===== src/rtl/rnn_seq_driver.sv =====
// rnn_seq_driver: bus initiator that sequences the RNN accelerator for a host.
// For each command it can copy the parameter ROM into the accelerator, then it
// streams cmd_len embedding vectors, fires the dense pass, polls for
// completion and returns the 16-bit result over a valid/ready handshake.
// Ports:
//   clk, rst                     clock, async active-high reset
//   cmd_valid/ready/load/len     host command handshake
//   rom_addr, rom_data           synchronous parameter ROM (1-cycle latency)
//   ch_valid/ready/data          embedding vector stream
//   m_read/write/addr/wdata/rdata accelerator slave bus (rdata same cycle)
//   res_valid/ready/data/timeout result handshake
//   busy                         high whenever not idle
module rnn_seq_driver #(
   parameter int unsigned EMB_LEN      = 4,
   parameter int unsigned PARAM_WORDS  = 128,
   parameter int unsigned PADDR_BITS   = 7,
   parameter int unsigned STEP_WAIT    = 1200,
   parameter int unsigned POLL_TIMEOUT = 255
) (
   input  logic                    clk,
   input  logic                    rst,
   input  logic                    cmd_valid,
   output logic                    cmd_ready,
   input  logic                    cmd_load,
   input  logic [7:0]              cmd_len,
   output logic [PADDR_BITS-1:0]   rom_addr,
   input  logic [34:0]             rom_data,
   input  logic                    ch_valid,
   output logic                    ch_ready,
   input  logic [16*EMB_LEN-1:0]   ch_data,
   output logic                    m_read,
   output logic                    m_write,
   output logic [31:0]             m_addr,
   output logic [31:0]             m_wdata,
   input  logic [31:0]             m_rdata,
   output logic                    res_valid,
   input  logic                    res_ready,
   output logic [15:0]             res_data,
   output logic                    res_timeout,
   output logic                    busy
);

   localparam int unsigned VEC_W  = 16 * EMB_LEN;
   localparam int unsigned E_BITS = $clog2(EMB_LEN) + 1;
   localparam int unsigned W_BITS = $clog2(STEP_WAIT + 1);
   localparam int unsigned P_BITS = $clog2(POLL_TIMEOUT + 1);

   typedef enum logic [3:0] {
      S_IDLE, S_P_REQ, S_P_WR, S_CH_WAIT, S_CH_WR, S_STEP_GO,
      S_STEP_WAIT, S_DENSE_GO, S_POLL, S_RD_RES, S_OUT
   } state_t;

   state_t                  state_q, state_d;
   logic [PADDR_BITS-1:0]   p_q, p_d;
   logic [E_BITS-1:0]       e_q, e_d;
   logic [7:0]              chars_q, chars_d;
   logic [W_BITS-1:0]       wcnt_q, wcnt_d;
   logic [P_BITS-1:0]       polls_q, polls_d;
   logic [7:0]              len_q, len_d;
   logic [VEC_W-1:0]        vec_q, vec_d;

   logic                    cmd_ready_q, cmd_ready_d;
   logic                    ch_ready_q, ch_ready_d;
   logic [PADDR_BITS-1:0]   rom_addr_q, rom_addr_d;
   logic                    m_read_q, m_read_d;
   logic                    m_write_q, m_write_d;
   logic [31:0]             m_addr_q, m_addr_d;
   logic [31:0]             m_wdata_q, m_wdata_d;
   logic                    res_valid_q, res_valid_d;
   logic [15:0]             res_data_q, res_data_d;
   logic                    res_timeout_q, res_timeout_d;
   logic                    busy_q, busy_d;

   logic [2:0]              tgt;
   int unsigned             eidx;

   // Next-state / counter logic, then registered outputs decoded from the next state.
   always_comb begin
      state_d       = state_q;
      p_d           = p_q;
      e_d           = e_q;
      chars_d       = chars_q;
      wcnt_d        = wcnt_q;
      polls_d       = polls_q;
      len_d         = len_q;
      vec_d         = vec_q;
      res_data_d    = res_data_q;
      res_timeout_d = res_timeout_q;
      tgt           = rom_data[34:32];
      eidx          = 0;

      case (state_q)
         S_IDLE: begin
            if (cmd_valid && cmd_ready_q) begin
               len_d   = cmd_len;
               p_d     = '0;
               chars_d = '0;
               if (cmd_load)           state_d = S_P_REQ;
               else if (cmd_len != 0)  state_d = S_CH_WAIT;
               else                    state_d = S_DENSE_GO;
            end
         end
         S_P_REQ: state_d = S_P_WR;
         S_P_WR: begin
            if (p_q == PADDR_BITS'(PARAM_WORDS - 1)) begin
               state_d = (len_q != 0) ? S_CH_WAIT : S_DENSE_GO;
            end else begin
               p_d     = p_q + PADDR_BITS'(1);
               state_d = S_P_REQ;
            end
         end
         S_CH_WAIT: begin
            if (ch_valid) begin
               vec_d   = ch_data;
               e_d     = '0;
               state_d = S_CH_WR;
            end
         end
         S_CH_WR: begin
            if (e_q == E_BITS'(EMB_LEN - 1)) state_d = S_STEP_GO;
            else                             e_d = e_q + E_BITS'(1);
         end
         S_STEP_GO: begin
            wcnt_d  = '0;
            state_d = S_STEP_WAIT;
         end
         S_STEP_WAIT: begin
            if (wcnt_q == W_BITS'(STEP_WAIT - 1)) begin
               chars_d = chars_q + 8'd1;
               state_d = (chars_d == len_q) ? S_DENSE_GO : S_CH_WAIT;
            end else begin
               wcnt_d = wcnt_q + W_BITS'(1);
            end
         end
         S_DENSE_GO: begin
            polls_d = '0;
            state_d = S_POLL;
         end
         S_POLL: begin
            if (m_rdata[0]) begin
               state_d = S_RD_RES;
            end else if (polls_q == P_BITS'(POLL_TIMEOUT - 1)) begin
               res_timeout_d = 1'b1;
               res_data_d    = 16'h0000;
               state_d       = S_OUT;
            end else begin
               polls_d = polls_q + P_BITS'(1);
            end
         end
         S_RD_RES: begin
            res_data_d    = m_rdata[15:0];
            res_timeout_d = 1'b0;
            state_d       = S_OUT;
         end
         S_OUT: begin
            if (res_ready) begin
               res_data_d    = 16'h0000;
               res_timeout_d = 1'b0;
               state_d       = S_IDLE;
            end
         end
         default: state_d = S_IDLE;
      endcase

      cmd_ready_d = (state_d == S_IDLE);
      busy_d      = (state_d != S_IDLE);
      ch_ready_d  = (state_d == S_CH_WAIT);
      res_valid_d = (state_d == S_OUT);

      // ROM address runs one entry ahead during P_WR so the word for the next
      // P_WR is already on rom_data in its P_REQ cycle (IDLE presents entry 0).
      rom_addr_d = '0;
      if (state_d == S_P_REQ)     rom_addr_d = p_d;
      else if (state_d == S_P_WR) rom_addr_d = p_d + PADDR_BITS'(1);

      m_read_d  = 1'b0;
      m_write_d = 1'b0;
      m_addr_d  = '0;
      m_wdata_d = '0;
      case (state_d)
         S_P_WR: begin
            if ((tgt >= 3'd2) && (tgt <= 3'd6)) begin
               m_write_d = 1'b1;
               m_addr_d  = {29'b0, tgt};
               m_wdata_d = rom_data[31:0];
            end
         end
         S_CH_WR: begin
            eidx      = 32'(e_d);
            m_write_d = 1'b1;
            m_addr_d  = 32'd1;
            m_wdata_d = {8'h00, 8'(e_d), vec_d[eidx*16 +: 16]};
         end
         S_STEP_GO: begin
            m_write_d = 1'b1;
         end
         S_DENSE_GO: begin
            m_write_d = 1'b1;
            m_addr_d  = 32'd7;
         end
         S_POLL: begin
            m_read_d = 1'b1;
         end
         S_RD_RES: begin
            m_read_d = 1'b1;
            m_addr_d = 32'd7;
         end
         default: ;
      endcase
   end

   // State, counters and registered outputs.
   always_ff @(posedge clk or posedge rst) begin
      if (rst) begin
         state_q       <= S_IDLE;
         p_q           <= '0;
         e_q           <= '0;
         chars_q       <= '0;
         wcnt_q        <= '0;
         polls_q       <= '0;
         len_q         <= '0;
         vec_q         <= '0;
         cmd_ready_q   <= 1'b1;
         ch_ready_q    <= 1'b0;
         rom_addr_q    <= '0;
         m_read_q      <= 1'b0;
         m_write_q     <= 1'b0;
         m_addr_q      <= '0;
         m_wdata_q     <= '0;
         res_valid_q   <= 1'b0;
         res_data_q    <= '0;
         res_timeout_q <= 1'b0;
         busy_q        <= 1'b0;
      end else begin
         state_q       <= state_d;
         p_q           <= p_d;
         e_q           <= e_d;
         chars_q       <= chars_d;
         wcnt_q        <= wcnt_d;
         polls_q       <= polls_d;
         len_q         <= len_d;
         vec_q         <= vec_d;
         cmd_ready_q   <= cmd_ready_d;
         ch_ready_q    <= ch_ready_d;
         rom_addr_q    <= rom_addr_d;
         m_read_q      <= m_read_d;
         m_write_q     <= m_write_d;
         m_addr_q      <= m_addr_d;
         m_wdata_q     <= m_wdata_d;
         res_valid_q   <= res_valid_d;
         res_data_q    <= res_data_d;
         res_timeout_q <= res_timeout_d;
         busy_q        <= busy_d;
      end
   end

   assign cmd_ready   = cmd_ready_q;
   assign ch_ready    = ch_ready_q;
   assign rom_addr    = rom_addr_q;
   assign m_read      = m_read_q;
   assign m_write     = m_write_q;
   assign m_addr      = m_addr_q;
   assign m_wdata     = m_wdata_q;
   assign res_valid   = res_valid_q;
   assign res_data    = res_data_q;
   assign res_timeout = res_timeout_q;
   assign busy        = busy_q;

endmodule


===== config.mk =====
export PLATFORM = sky130hd
export DESIGN_NAME = rnn_seq_driver
export DESIGN_NICKNAME = d
export VERILOG_FILES = /design/src/rtl/rnn_seq_driver.sv
export SDC_FILE = /design/constraint.sdc
export NUM_CORES = 1
export LEC_CHECK = 0
export ABC_AREA = 1
export CAP_MARGIN = 0
export CORE_ASPECT_RATIO = 0.5
export CORE_MARGIN = 2
export CORE_UTILIZATION = 30
export CTS_CLUSTER_DIAMETER = 40
export DETAILED_ROUTE_END_ITERATION = 7
export GPL_TIMING_DRIVEN = 0
export MAX_ROUTING_LAYER = met4
export PLACE_DENSITY_LB_ADDON = 0.3
export SYNTH_ARGS = -nofsm -noshare
export SYNTH_HDL_FRONTEND = slang
export SYNTH_SLANG_ARGS = --single-unit
export TNS_END_PERCENT = 50

===== constraint.sdc =====
create_clock -name clk -period 10.1 [get_ports clk]
set_clock_uncertainty 0.05 [all_clocks]
set_input_delay 1.515 -clock clk [delete_from_list [all_inputs] [get_ports clk]]
set_output_delay 1.515 -clock clk [all_outputs]
set_load 0.05 [all_outputs]

# ---- Yosys cells after proc, flatten, opt, wreduce, memory -nomap -nowiden
# Index checks and enable logic that the tools add are counted.
dict set report op_classes {
  addsub 6
  n_lt_le_gt_ge 2
  n_eq_ne 31
  n_shift 1
  muxes 46
  n_reduce_logical 19
}
# cell n
set ops {}
lappend ops {{$mux W64} 2}
lappend ops {{$pmux W32 S2} 1}
lappend ops {{$shiftx A64 B8 Y16} 1}
lappend ops {{$mux W16} 3}
lappend ops {{$pmux W16 S3} 1}
lappend ops {{$pmux W4 S11} 1}
lappend ops {{$mux W32} 1}
lappend ops {{$mux W8} 4}
lappend ops {{$pmux W8 S2} 2}
lappend ops {{$eq A4 B3 Y1 const B} 7}
lappend ops {{$mux W4} 7}
lappend ops {{$mux W7} 4}
lappend ops {{$eq A4 B4 Y1 const B} 6}
lappend ops {{$mux W3} 8}
lappend ops {{$pmux W11 S2} 1}
lappend ops {{$add A8 B1 Y8 const B} 2}
lappend ops {{$eq A4 B2 Y1 const B} 4}
lappend ops {{$reduce_bool A8 Y1} 2}
lappend ops {{$add A7 B1 Y7 const B} 2}
lappend ops {{$ne A2 B2 Y1 const B} 7}
lappend ops {{$pmux W7 S2} 1}
lappend ops {{$add A11 B1 Y11 const B} 1}
lappend ops {{$eq A11 B11 Y1 const B} 1}
lappend ops {{$mux W11} 1}
lappend ops {{23 further kinds} 35}
dict set report totals {
  ff_bits 207
  inputBits 145
  output_inout_bits 94
  word_cells 124
}

# ---- Longest topological paths before layout
dict set report depth {
  word_depth 8
  mapped_depth 14
  mapped_depth_nobuf 14
}

# ---- Worst setup path after synthesis
# Ideal clock, no wire load.
dict set report synth_timing {
  kind {input port to flip-flop}
  start {in cmd_valid}
  end {reg rom_addr_q[6], in the netlist rom_addr[6]}
  setup_ps 126
  t_arrival_ps 2684
  t_required_ps 9924
  slack_ps 7240
  cell_stages 13
  n_path_buf 0
  path_cell_list {nand2_1 inv_1 nand3_1 nand2_1 nand2_1 nand2_1 nand2_1 ha_1 nand3_1 nor2_1 nand2_1 nand3_1 o21ai_0}
}
dict set report synth_between {
  elab_chain_len 6
  elab_cells_between_ends 10
  cone_classes {add/sub: 1; eq/ne: 2; mux: 6; reduce/logical: 1}
}
# item line_no
set synth_rtl {}
lappend synth_rtl {{from (decl)} 22} ;# input logic cmd_valid,
lappend synth_rtl {{$logic_and A1 B1 Y1} 94} ;# if (cmd_valid && cmd_ready_q) begin
lappend synth_rtl {{$mux W7} 94}
lappend synth_rtl {{$pmux W7 S2} 92} ;# case (state_q)
lappend synth_rtl {{named net p_d[0]} 54} ;# logic [PADDR_BITS-1:0] p_q, p_d;
lappend synth_rtl {{$add A7 B1 Y7} 174} ;# else if (state_d == S_P_WR) rom_addr_d = p_d + PADDR_BITS'(1);
lappend synth_rtl {{$mux W7} 174}
lappend synth_rtl {{$mux W7} 173} ;# if (state_d == S_P_REQ) rom_addr_d = p_d;
lappend synth_rtl {{named net rom_addr_d[6]} 64} ;# logic [PADDR_BITS-1:0] rom_addr_q, rom_addr_d;
lappend synth_rtl {{to (signal assigned)} 245} ;# rom_addr_q <= rom_addr_d;
lappend synth_rtl {{to (decl)} 64}
# The timed path passes the listed nets, and every way through them passes these cells.
# A chain may end at the register's enable or synchronous reset.

# ---- Final worst setup path
dict set report layout_timing {
  start {reg cmd_ready_q, in the netlist cmd_ready}
  end {out cmd_ready}
}
# item line_no
set layout_lines {}
lappend layout_lines {{from (decl)} 62} ;# logic cmd_ready_q, cmd_ready_d;
lappend layout_lines {{from (signal assigned)} 243} ;# cmd_ready_q <= cmd_ready_d;
lappend layout_lines {{to (decl)} 23} ;# output logic cmd_ready,
# No word-level cell between the ends.

==> reports/results.ini <==
[status]
outcome=finished clean

[worst_hold_path]
worstHoldPathCells=2
timing.hold.worst_endpoint=vec_q[21]$_DFF_PP0_
hold_class=flip-flop to flip-flop
timing.hold.worst.start=vec_q[21]$_DFF_PP0_

[timing]
setup_violations=0
layout_worst_path_cycle_share_pct=33.1
clock.fmax_ghz=0.299
fin_crit_ps=3340
tightestPinTransition_ps=766
timing.max_slew.rel_slack_pct=48.9
tns_ps=0
timing_max_transition_violations_final=0
finalHoldViolations=0
rsz0062_at_grt=no

[placement]
buffer_ports.inserted=193
dp.final_hpwl_um=18700
place_inst=1635
place_congestion=0.836

[run]
cap_violations=0

[logic_synthesis]
number_of_flip_flops_and_latches_in_the_synthesized_netlist=178
synth-main-ff-cell=dfrtp_1
ys.warnings.count=0
mappedNetlistArea_mm2=0.00865
avgSynthCellArea_um2=8.39
async_reset_ff_share_pct=100
syn-instance-count=1031
netlist.area_leader.share_pct=51.2
synth_edf_count=0
synth.yosys.seq_area_share_pct=51.5
largest_area_contributor_in_the_netlist=dfrtp_1
post_synth_num_cell_types=45
netlist_top_cells_area=dfrtp_1 (51%), nand2_1 (11%), inv_1 (6.6%), o21ai_0 (4.8%), nor2_1 (3.0%)

[grt]
grt_max_degree=121
grt_antenna_before_repair=1
grt_pass1_wl_um=39100
grt_use_total_pct=17.2
globalRouteOverflowTotal=0
number_of_global_route_vias_before_repair=7575

[critical_path]
reg2reg_setup_slack_ps=7450
crit_path_end_kind=output pin
crit_required_ps=8540
worstRegToRegCells=8
critPathArrivalTime_ps=1770
crit-reg2reg-launch=state_q[1]$_DFF_PP0_
rr_endpoint=m_wdata[0]$_DFF_PP0_
timing.critical_path.max_delay_family=buffers and inverters
cp.buffers_inverters=1
slowest_stage=clkdlybuf4s50_1
timing.critical_path.from_type=flip-flop
cells_along_the_critical_path=clkdlybuf4s50_1
worstSetupStartpoint=cmd_ready$_DFF_PP1_
largest_stage_delay_on_the_critical_path_ps=800
crit_type=flip-flop to output pin
path_max_fanout=2

[cells_and_area]
layout.cells.non_filler=1668
layout_commonest_cell=nand2_1
layout_common_cells=nand2_1 (243), clkdlybuf4s50_1 (193), dfrtp_1 (177)
layout-area-overhead-vs-synth_pct=36.5
post_route_cells_drive_above_1_share_pct=10.3
post_layout_net_count=1424

[clock_tree]
cts-buffers-inserted=17
clk_root_buffer_cell=clkbuf_16
cts_hold_buf=0
clock_path_buffers=2
tritoncts_clock_tree=done
cts_resized=0
worst_setup_hold_path_clk_slew_ps=70
h-tree-depth=4
clock_sink_count=178
clk_latency_ps=440
cts_setup_buffers=0

[power]
totalPowerFinal_mw=3.34
vdd_ir_drop_max_mv=0.128
powerDensity_mw_per_mm2=283
leakagePower_nw=5.92

[die]
fp.dieArea_mm2=0.0303
die-height_um=124
top_level_ports=239
rows=43
fp.dieW_um=244
placeableCoreArea_mm2=0.0280
effective_utilization_at_floorplan_pct=30.9

[routing]
drt-vias-per-instance=4.50
avgRoutedWirePerCell_um=15.0
drt-pass1-iter-count=5
antenna_left=0
postRouteWirelength_um=25000
vias=7502
drt_iter0_drc=555
drc=0

-- synthesized netlist by cell type (2+ instances only) --
cell type	instances
a32o_1	16
xnor2_1	2
clkbuf_2	2
nor4_1	2
and2_1	2
o22ai_1	3
o21ai_1	18
or2_2	28
clkbuf_1	13
ha_1	7
and3_1	2
o211ai_1	7
nor2_1	70
inv_1	152
nand2_1	243
nand3_1	44
o21ai_0	83
inv_2	5
xor2_1	4
buf_2	15
nor2_2	4
a21oi_1	29
dfrtp_1	177
nor3_1	13
nand4_1	16
mux2i_1	23
a21oi_2	5
buf_4	29
-- through the flow --
stage	hold WS, ps	worst slack (ps)	area [µm²]	util [%]
after floorplan	390	3710	8750	-
after global placement	406	1140	11200	39.8
after detailed placement	410	6280	11200	40.0
after CTS	427	6730	11800	42.1
after global routing	441	6640	11800	42.1
final	426	6760	11800	42.1
-- routing by layer --
metal | GRT usage (%) | part of all wire [%] | wire (µm)
met5 | - | 0 | 0
met4 | 5.64 | 1.7 | 424
met3 | 3.49 | 3.3 | 815
met2 | 29.5 | 51 | 12600
met1 | 20.7 | 44 | 11100
-- worst max path at each step --
stage                                      end  slack [ps]  depth (start not counted)
after floorplan                 busy$_DFF_PP0_        3710                          1
after global placement    m_wdata[3]$_DFF_PP0_        1140                          2
after detailed placement  m_wdata[5]$_DFF_PP0_        6280                         10
after CTS                            cmd_ready        6730                          1
after global routing      m_wdata[5]$_DFF_PP0_        6640                         10
final                                cmd_ready        6760                          1
-- final cells by class --
cell class | count | area [µm²]
antenna | 1 | 2.50
buffer | 60 | 363
clock buffer | 21 | 480
clock inverter | 11 | 128
fill | 2741 | 16200
inverter | 157 | 597
multi-input combinational | 664 | 3350
sequential | 178 | 4460
tap | 382 | 478
timing repair buffer | 194 | 1960
-- power by group --
part           leakage [nW]  switching [mW]  total (mW)  internal (mW)
registers              2.30           0.109        1.09          0.976
clock network         0.297           0.296       0.688          0.392
logic                  3.32            1.04        1.56          0.526
-- worst register-to-register path, delay by kind of cell, from the launching register on --
kind	cells	cell delay [ps]
DFF	1	460
buffers and inverters	3	940
and+or+nand+nor	5	1130
-- cells by family after synthesis --
logic type                 count (synthesis)  share of synthesized area [%]
AOI/OAI and AO/OA                        168                           11.5
xor gates and xnor gates                   6                          0.608
adders and majority gates                  7                           1.01
buffers and inverters                    217                           11.0
DFF                                      178                           51.5
muxes                                     23                           2.66
other                                      1                         0.0434
and+or+nand+nor                          431                           21.6
-- sequential cells by signal (all words and copies together), names as in the netlist --
name and flops:
busy 1, ch_ready 1, chars_q 8, cmd_ready 1, e_q 3, len_q 8
m_addr 3, m_read 1, m_wdata 32, m_write 1, p_q 7, polls_q 8
res_data 16, res_timeout 1, res_valid 1, rom_addr 7, state_q 4, vec_q 64
wcnt_q 11
Note: power is estimated with default switching activity, not from simulation.
